### src/rtl/uart_io_ctrl.sv
// Byte I/O sequencer between the core and uart_tx/uart_rx: TX FIFO + drain FSM, RX FIFO, sticky status.
// Optional input loopback (TX bytes routed into RX FIFO) enabled by defining UART_IO_LOOPBACK_EN.
module uart_io_ctrl #(
   parameter int TX_AW = 2,
   parameter int RX_AW = 4
) (
   input  logic             clk,
   input  logic             rstn,
   input  logic             out_req,
   input  logic [7:0]       out_data,
   output logic             out_ready,
   input  logic             in_req,
   output logic             in_valid,
   output logic [7:0]       in_data,
   output logic [7:0]       tx_data,
   output logic             tx_start,
   input  logic             tx_busy,
   input  logic [7:0]       rx_data,
   input  logic             rx_ready,
   input  logic             rx_ferr,
`ifdef UART_IO_LOOPBACK_EN
   input  logic             loopback,
`endif
   input  logic             clr_status,
   output logic             rx_overflow,
   output logic             rx_frame_err,
   output logic             tx_empty,
   output logic [RX_AW:0]   rx_count
);

   localparam int TX_DEPTH = 1 << TX_AW;
   localparam int RX_DEPTH = 1 << RX_AW;
   localparam logic [TX_AW:0] TX_FULL = (TX_AW+1)'(1) << TX_AW;
   localparam logic [RX_AW:0] RX_FULL = (RX_AW+1)'(1) << RX_AW;

   typedef enum logic [1:0] {
      T_IDLE,
      T_START,
      T_WAITHI,
      T_WAITLO
   } t_state_e;

   t_state_e state, state_d;

   // ---------------- TX FIFO ----------------
   logic [7:0]       tx_mem [TX_DEPTH];
   logic [TX_AW-1:0] tx_wr, tx_rd;
   logic [TX_AW:0]   tx_cnt;
   logic             tx_push, tx_pop;
   logic [1:0]       wd_cnt;
   logic [7:0]       tx_data_q;

   assign out_ready = (tx_cnt != TX_FULL);
   assign tx_push   = out_req && out_ready;
   assign tx_pop    = (state == T_START);
   assign tx_empty  = (tx_cnt == '0) && (state == T_IDLE);
   assign tx_data   = tx_data_q;

   always_ff @(posedge clk) begin
      if (tx_push) tx_mem[tx_wr] <= out_data;
   end

   always_ff @(posedge clk or negedge rstn) begin
      if (!rstn) begin
         tx_wr  <= '0;
         tx_rd  <= '0;
         tx_cnt <= '0;
      end else begin
         if (tx_push) tx_wr <= tx_wr + 1'b1;
         if (tx_pop)  tx_rd <= tx_rd + 1'b1;
         case ({tx_push, tx_pop})
            2'b10:   tx_cnt <= tx_cnt + 1'b1;
            2'b01:   tx_cnt <= tx_cnt - 1'b1;
            default: ;
         endcase
      end
   end

   // ---------------- TX drain FSM ----------------
   always_ff @(posedge clk or negedge rstn) begin
      if (!rstn) begin
         state     <= T_IDLE;
         wd_cnt    <= '0;
         tx_data_q <= '0;
      end else begin
         state <= state_d;
         if (state == T_WAITHI) wd_cnt <= wd_cnt + 1'b1;
         else                   wd_cnt <= '0;
         // head is latched on entry so tx_data is already valid while tx_start is high
         if (state == T_IDLE && state_d == T_START) tx_data_q <= tx_mem[tx_rd];
      end
   end

   always_comb begin
      state_d  = state;
      tx_start = 1'b0;
      case (state)
         T_IDLE: begin
            if (tx_cnt != '0 && !tx_busy) state_d = T_START;
         end
         T_START: begin
`ifdef UART_IO_LOOPBACK_EN
            tx_start = !loopback;
            state_d  = loopback ? T_IDLE : T_WAITHI;
`else
            tx_start = 1'b1;
            state_d  = T_WAITHI;
`endif
         end
         T_WAITHI: begin
            if (tx_busy || wd_cnt == 2'd3) state_d = T_WAITLO;
         end
         T_WAITLO: begin
            if (!tx_busy) state_d = T_IDLE;
         end
         default: state_d = T_IDLE;
      endcase
   end

   // ---------------- RX FIFO ----------------
   logic [7:0]       rx_mem [RX_DEPTH];
   logic [RX_AW-1:0] rx_wr, rx_rd;
   logic [RX_AW:0]   rx_cnt;
   logic             wr_req, wr_ferr, rx_pop, rx_push, rx_full;
   logic [7:0]       wr_dat;

`ifdef UART_IO_LOOPBACK_EN
   assign wr_req  = loopback ? (state == T_START) : rx_ready;
   assign wr_dat  = loopback ? tx_data_q : rx_data;
   assign wr_ferr = loopback ? 1'b0 : rx_ferr;
`else
   assign wr_req  = rx_ready;
   assign wr_dat  = rx_data;
   assign wr_ferr = rx_ferr;
`endif

   assign rx_full  = (rx_cnt == RX_FULL);
   assign rx_pop   = in_req && (rx_cnt != '0) && !in_valid;
   assign rx_push  = wr_req && !wr_ferr && (!rx_full || rx_pop);
   assign rx_count = rx_cnt;

   always_ff @(posedge clk) begin
      if (rx_push) rx_mem[rx_wr] <= wr_dat;
   end

   always_ff @(posedge clk or negedge rstn) begin
      if (!rstn) begin
         rx_wr        <= '0;
         rx_rd        <= '0;
         rx_cnt       <= '0;
         in_valid     <= 1'b0;
         in_data      <= '0;
         rx_overflow  <= 1'b0;
         rx_frame_err <= 1'b0;
      end else begin
         if (rx_push) rx_wr <= rx_wr + 1'b1;
         if (rx_pop) begin
            rx_rd   <= rx_rd + 1'b1;
            in_data <= rx_mem[rx_rd];
         end
         in_valid <= rx_pop;
         case ({rx_push, rx_pop})
            2'b10:   rx_cnt <= rx_cnt + 1'b1;
            2'b01:   rx_cnt <= rx_cnt - 1'b1;
            default: ;
         endcase
         // a set event in the clearing cycle wins
         rx_overflow  <= (wr_req && !wr_ferr && rx_full && !rx_pop) || (rx_overflow && !clr_status);
         rx_frame_err <= (wr_req && wr_ferr) || (rx_frame_err && !clr_status);
      end
   end

endmodule

### config.mk
export PLATFORM = sky130hd
export DESIGN_NAME = uart_io_ctrl
export DESIGN_NICKNAME = d
export VERILOG_FILES = /design/src/rtl/uart_io_ctrl.sv
export SDC_FILE = /design/constraint.sdc
export NUM_CORES = 1
export LEC_CHECK = 0
export ABC_AREA = 1
export CAP_MARGIN = 20
export CELL_PAD_IN_SITES_DETAIL_PLACEMENT = 1
export CELL_PAD_IN_SITES_GLOBAL_PLACEMENT = 2
export CORE_ASPECT_RATIO = 1.5
export CORE_MARGIN = 1.5
export CORE_UTILIZATION = 41
export CTS_CLUSTER_DIAMETER = 30
export CTS_CLUSTER_SIZE = 25
export DETAILED_ROUTE_END_ITERATION = 8
export PLACE_DENSITY_LB_ADDON = 0.1
export SLEW_MARGIN = 25
export SYNTH_ARGS = -nofsm -noshare
export SYNTH_HDL_FRONTEND = slang
export SYNTH_SLANG_ARGS = --single-unit
### constraint.sdc
create_clock -name clk -period 2.4 [get_ports clk]
set_input_delay 0.36 -clock clk [delete_from_list [all_inputs] [get_ports clk]]
set_output_delay 0.36 -clock clk [all_outputs]
set_load 0.01 [all_outputs]
==> results by group <==
Power and ir drop
  • Net Sw Frac: 33.6%
  • Tot Pwr: 14.0 mW
  • Leak: between 3 and 4 nW
  • P_int: 9.31 mW
  • Pwr dens: 1320 nW/um^2
  • Clock power frac: 35.1%
  • Psw: 4.71 mW
  • Comb power frac: 30.2%
  • Sequential power share: 34.7%
  • VDD IR max: 707 uV

Floorplan
  • Ports: 51
  • Die height: 178 um
  • Die Span X: around 120 um
  • Core Box Area: between 15000 and 20000 sq um
  • Initial Util: 42.0%
  • Total die area: 21200 sq um
  • Cell Rows: 63

Routing
  • Final Routed Wirelength: about 23 mm
  • DRT iter0 DRCs: between 300 and 400
  • First-pass DRT Iterations: 4
  • DR vias/cell: between 5 and 6
  • DR vias: 5748
  • Routed Antenna Nets: 0
  • Routed wire per std cell: slightly above 20 um
  • DRC: 0

Timing
  • Fmax: 439 MHz
  • Final Max Tran Viols: 0
  • Worst Max-Slew Pin Slew: ~620 ps
  • Hold slack: 273 ps
  • Fin crit share: 95.0%
  • Final TNS setup: 0 ps
  • Unrepaired setup endpoints after global routing: no
  • Worst relative slew slack: about 60%
  • Worst Skew: 21.0 ps
  • Final Setup Violations: 0
  • Final min period: 2280 ps
  • Final hold viol count: 0

Synthesis
  • Largest family of logic cells by synthesized area: simple AND/OR/NAND/NOR gates
  • Post-Synth XOR/XNOR Area: 1.36%
  • Post-synth EDFFs: 160
  • Mean Syn Cell Area: around 12 sq um
  • Synthesis-stage register bit count: 203
  • Netlist cell types: 33
  • Post-Synth Simple-Gate Area: 11.9%
  • Share of async-settable or async-resettable flops after synthesis: between 20% and 30%
  • Synth Warn #: 0
  • Synthesized Nets: 737
  • Primary flip-flop cell chosen by synthesis mapping: edfxtp_1
  • Multiplexer area fraction after synthesis: 0%
  • Post-synth top cells: nor2_1, edfxtp_1, o21ai_0, dfrtp_1, inv_1
  • Part of the Yosys area used for sequential elements: 70.5%
  • Synth area leaders: edfxtp_1, dfrtp_1, nor2_1
  • Yosys top cell area share: approximately 58%
  • Post-synthesis adder-cell area fraction: roughly 2.2%
  • Post-Syn Area: 8340 sq um
  • Cells after Synth: 699
  • Compound-Gate Fraction of Synth Area: 10.3%
  • Most numerous cell in the Yosys netlist: nor2_1
  • Yosys top cell by area: edfxtp_1

Worst setup path
  • Critical path type: reg2out
  • CP Depth: 4
  • FF-to-FF Start: rx_count[0]
  • Crit end category: output port
  • Crit-path leading delay family: buffers and inverters
  • Critical Path Source Type: flop
  • Worst Path Arrival: 1920 ps
  • Crit Path Max Fanout: 5
  • Crit Reg-Reg Endpoint: rx_count[4]
  • R2R setup slack: about 370 ps
  • CP bufs+invs: 2
  • Largest stage delay, worst path: 610 ps
  • Reg2reg path depth: 15
  • Slowest CP cell: clkdlybuf4s50_1
  • Critical Path RT: 2040 ps
  • CP Cell Sequence: nor2_1 -> inv_1 -> nor4_1 -> clkdlybuf4s50_1

Place
  • Post-DP HPWL: 15.0 mm
  • RD Place Congestion: between 0.8 and 0.9
  • Buffers on Ports: 50
  • Placed insts: between 1k and 1.5k

Clocking
  • Post_cts resized: 0
  • TritonCTS Sinks: 203
  • Latest clock arrival within the worst-skew pair: 490 ps
  • CTS tree: built
  • Clock transition at path regs: ~50 ps
  • Longest Clk Path Bufs: 3
  • H-tree depth: 2
  • Inserted Clock Buffers: 34
  • Clk root buf: clkbuf_16

Global routing
  • Pin count of the biggest net entering global routing: 66
  • Global route total overflow: 0
  • First-pass GRT wire length: 35.3 mm
  • GRT Util Overall: 22.1%
  • Antenna violations before repair: 0
  • Vias in the first global route: 6448

Finish
  • Ant diodes: 0
  • Layout cell share with drive strength beyond 1: between 10% and 20%
  • Area growth syn-to-layout: 27.2%
  • Layout net count: 842
  • Non-Filler Instances: 1089
  • Post-route core utilization: 53.5%

Flow run
  • Max-cap violations: 0

Min path
  • Worst min-delay path class: in2async

Run status
  • Run status: finished, final reports clean
## stage by stage
| step | worst slack [ps] | cell area (sq um) |
|---|---|---|
| 2_1_floorplan | 474 | 8340 |
| 3_3_place_gp | 37.7 | 9440 |
| 3_5_place_dp | -2.74 | 9440 |
| 4_1_cts | 102 | 10600 |
| 5_1_grt | 19.8 | 10600 |
| 6_report | 121 | 10600 |
## timing repair
| item | CTS | global route |
|---|---|---|
| hold buffers | 1 | 0 |
| buffers inserted | 0 | 0 |
| endpoints found under the hold margin | 8 | 0 |
## registers in the layout, summed over array words and instances, names as in the netlist, 3 cells and up
name	count
tx_data	8
rx_mem	128
tx_cnt	3
tx_mem	32
rx_rd	4
in_data	8
rx_count	5
rx_wr	4
## layout make-up
cell class	instances	area (sq um)
fill	2098	9250
sequential	203	5880
multi-input combinational	420	2150
clock buffer	43	946
timing repair buffer	101	918
tap	260	325
clock inverter	18	226
inverter	44	166
## cell families after synthesis
kind of cell | count (synthesis)
xor gates and xnor gates | 13
DFF | 203
buffers and inverters | 76
AOI/OAI and AO/OA | 149
and+or+nand+nor | 244
adders and majority gates | 14
## worst max-delay path by stage
stage               startpoint      endpoint  slack (ps)
floorplan            tx_cnt[0]     tx_cnt[2]         470
global placement        in_req  rx_mem[5][7]          40
detailed placement      in_req  rx_mem[5][7]          -3
CTS                   state[1]      tx_empty         100
global route          state[1]      tx_empty          20
finish                state[1]      tx_empty         120
## power groups by stage
stage	Combinational, mW	Sequential [mW]	Clock, mW
6_report	4.23	4.87	4.92
3_5_place_dp	4.26	4.93	0
2_1_floorplan	2.52	4.78	0
5_1_grt	4.72	4.95	5.13
3_3_place_gp	4.10	4.90	0
4_1_cts	4.31	4.87	5.01
## metal layers
| layer | wire length, um | global-route usage (%) |
|---|---|---|
| met5 | 0 | 0 |
| met1 | 8140 | 23.0 |
| met2 | 12700 | 43.0 |
| met3 | 774 | 3.28 |
| met4 | 896 | 10.1 |
## layout by cell type, fill, tap and decap left out, types with 2 or more instances in the layout
cell type,Yosys,final
a21oi_1,2,2
a31oi_1,16,16
buf_12,0,3
buf_4,1,47
bufinv_16,0,5
clkbuf_1,14,4
clkbuf_16,0,35
clkbuf_8,0,4
clkdlybuf4s50_1,0,49
clkinv_1,3,5
clkinv_2,1,8
dfrtp_1,43,41
dfrtp_2,0,2
edfxtp_1,160,160
ha_1,13,13
inv_1,39,39
inv_6,0,2
nand2_1,37,37
nand2_2,2,2
nand2_4,2,2
nand3_1,16,16
nand3_2,2,2
nand4_1,5,5
nor2_1,175,175
nor2_2,2,2
o211ai_1,32,32
o21ai_0,93,93
o21ai_1,2,2
o21ai_2,2,2
xnor2_1,2,2
xor2_1,11,11
(Power assumes the default switching activity.)
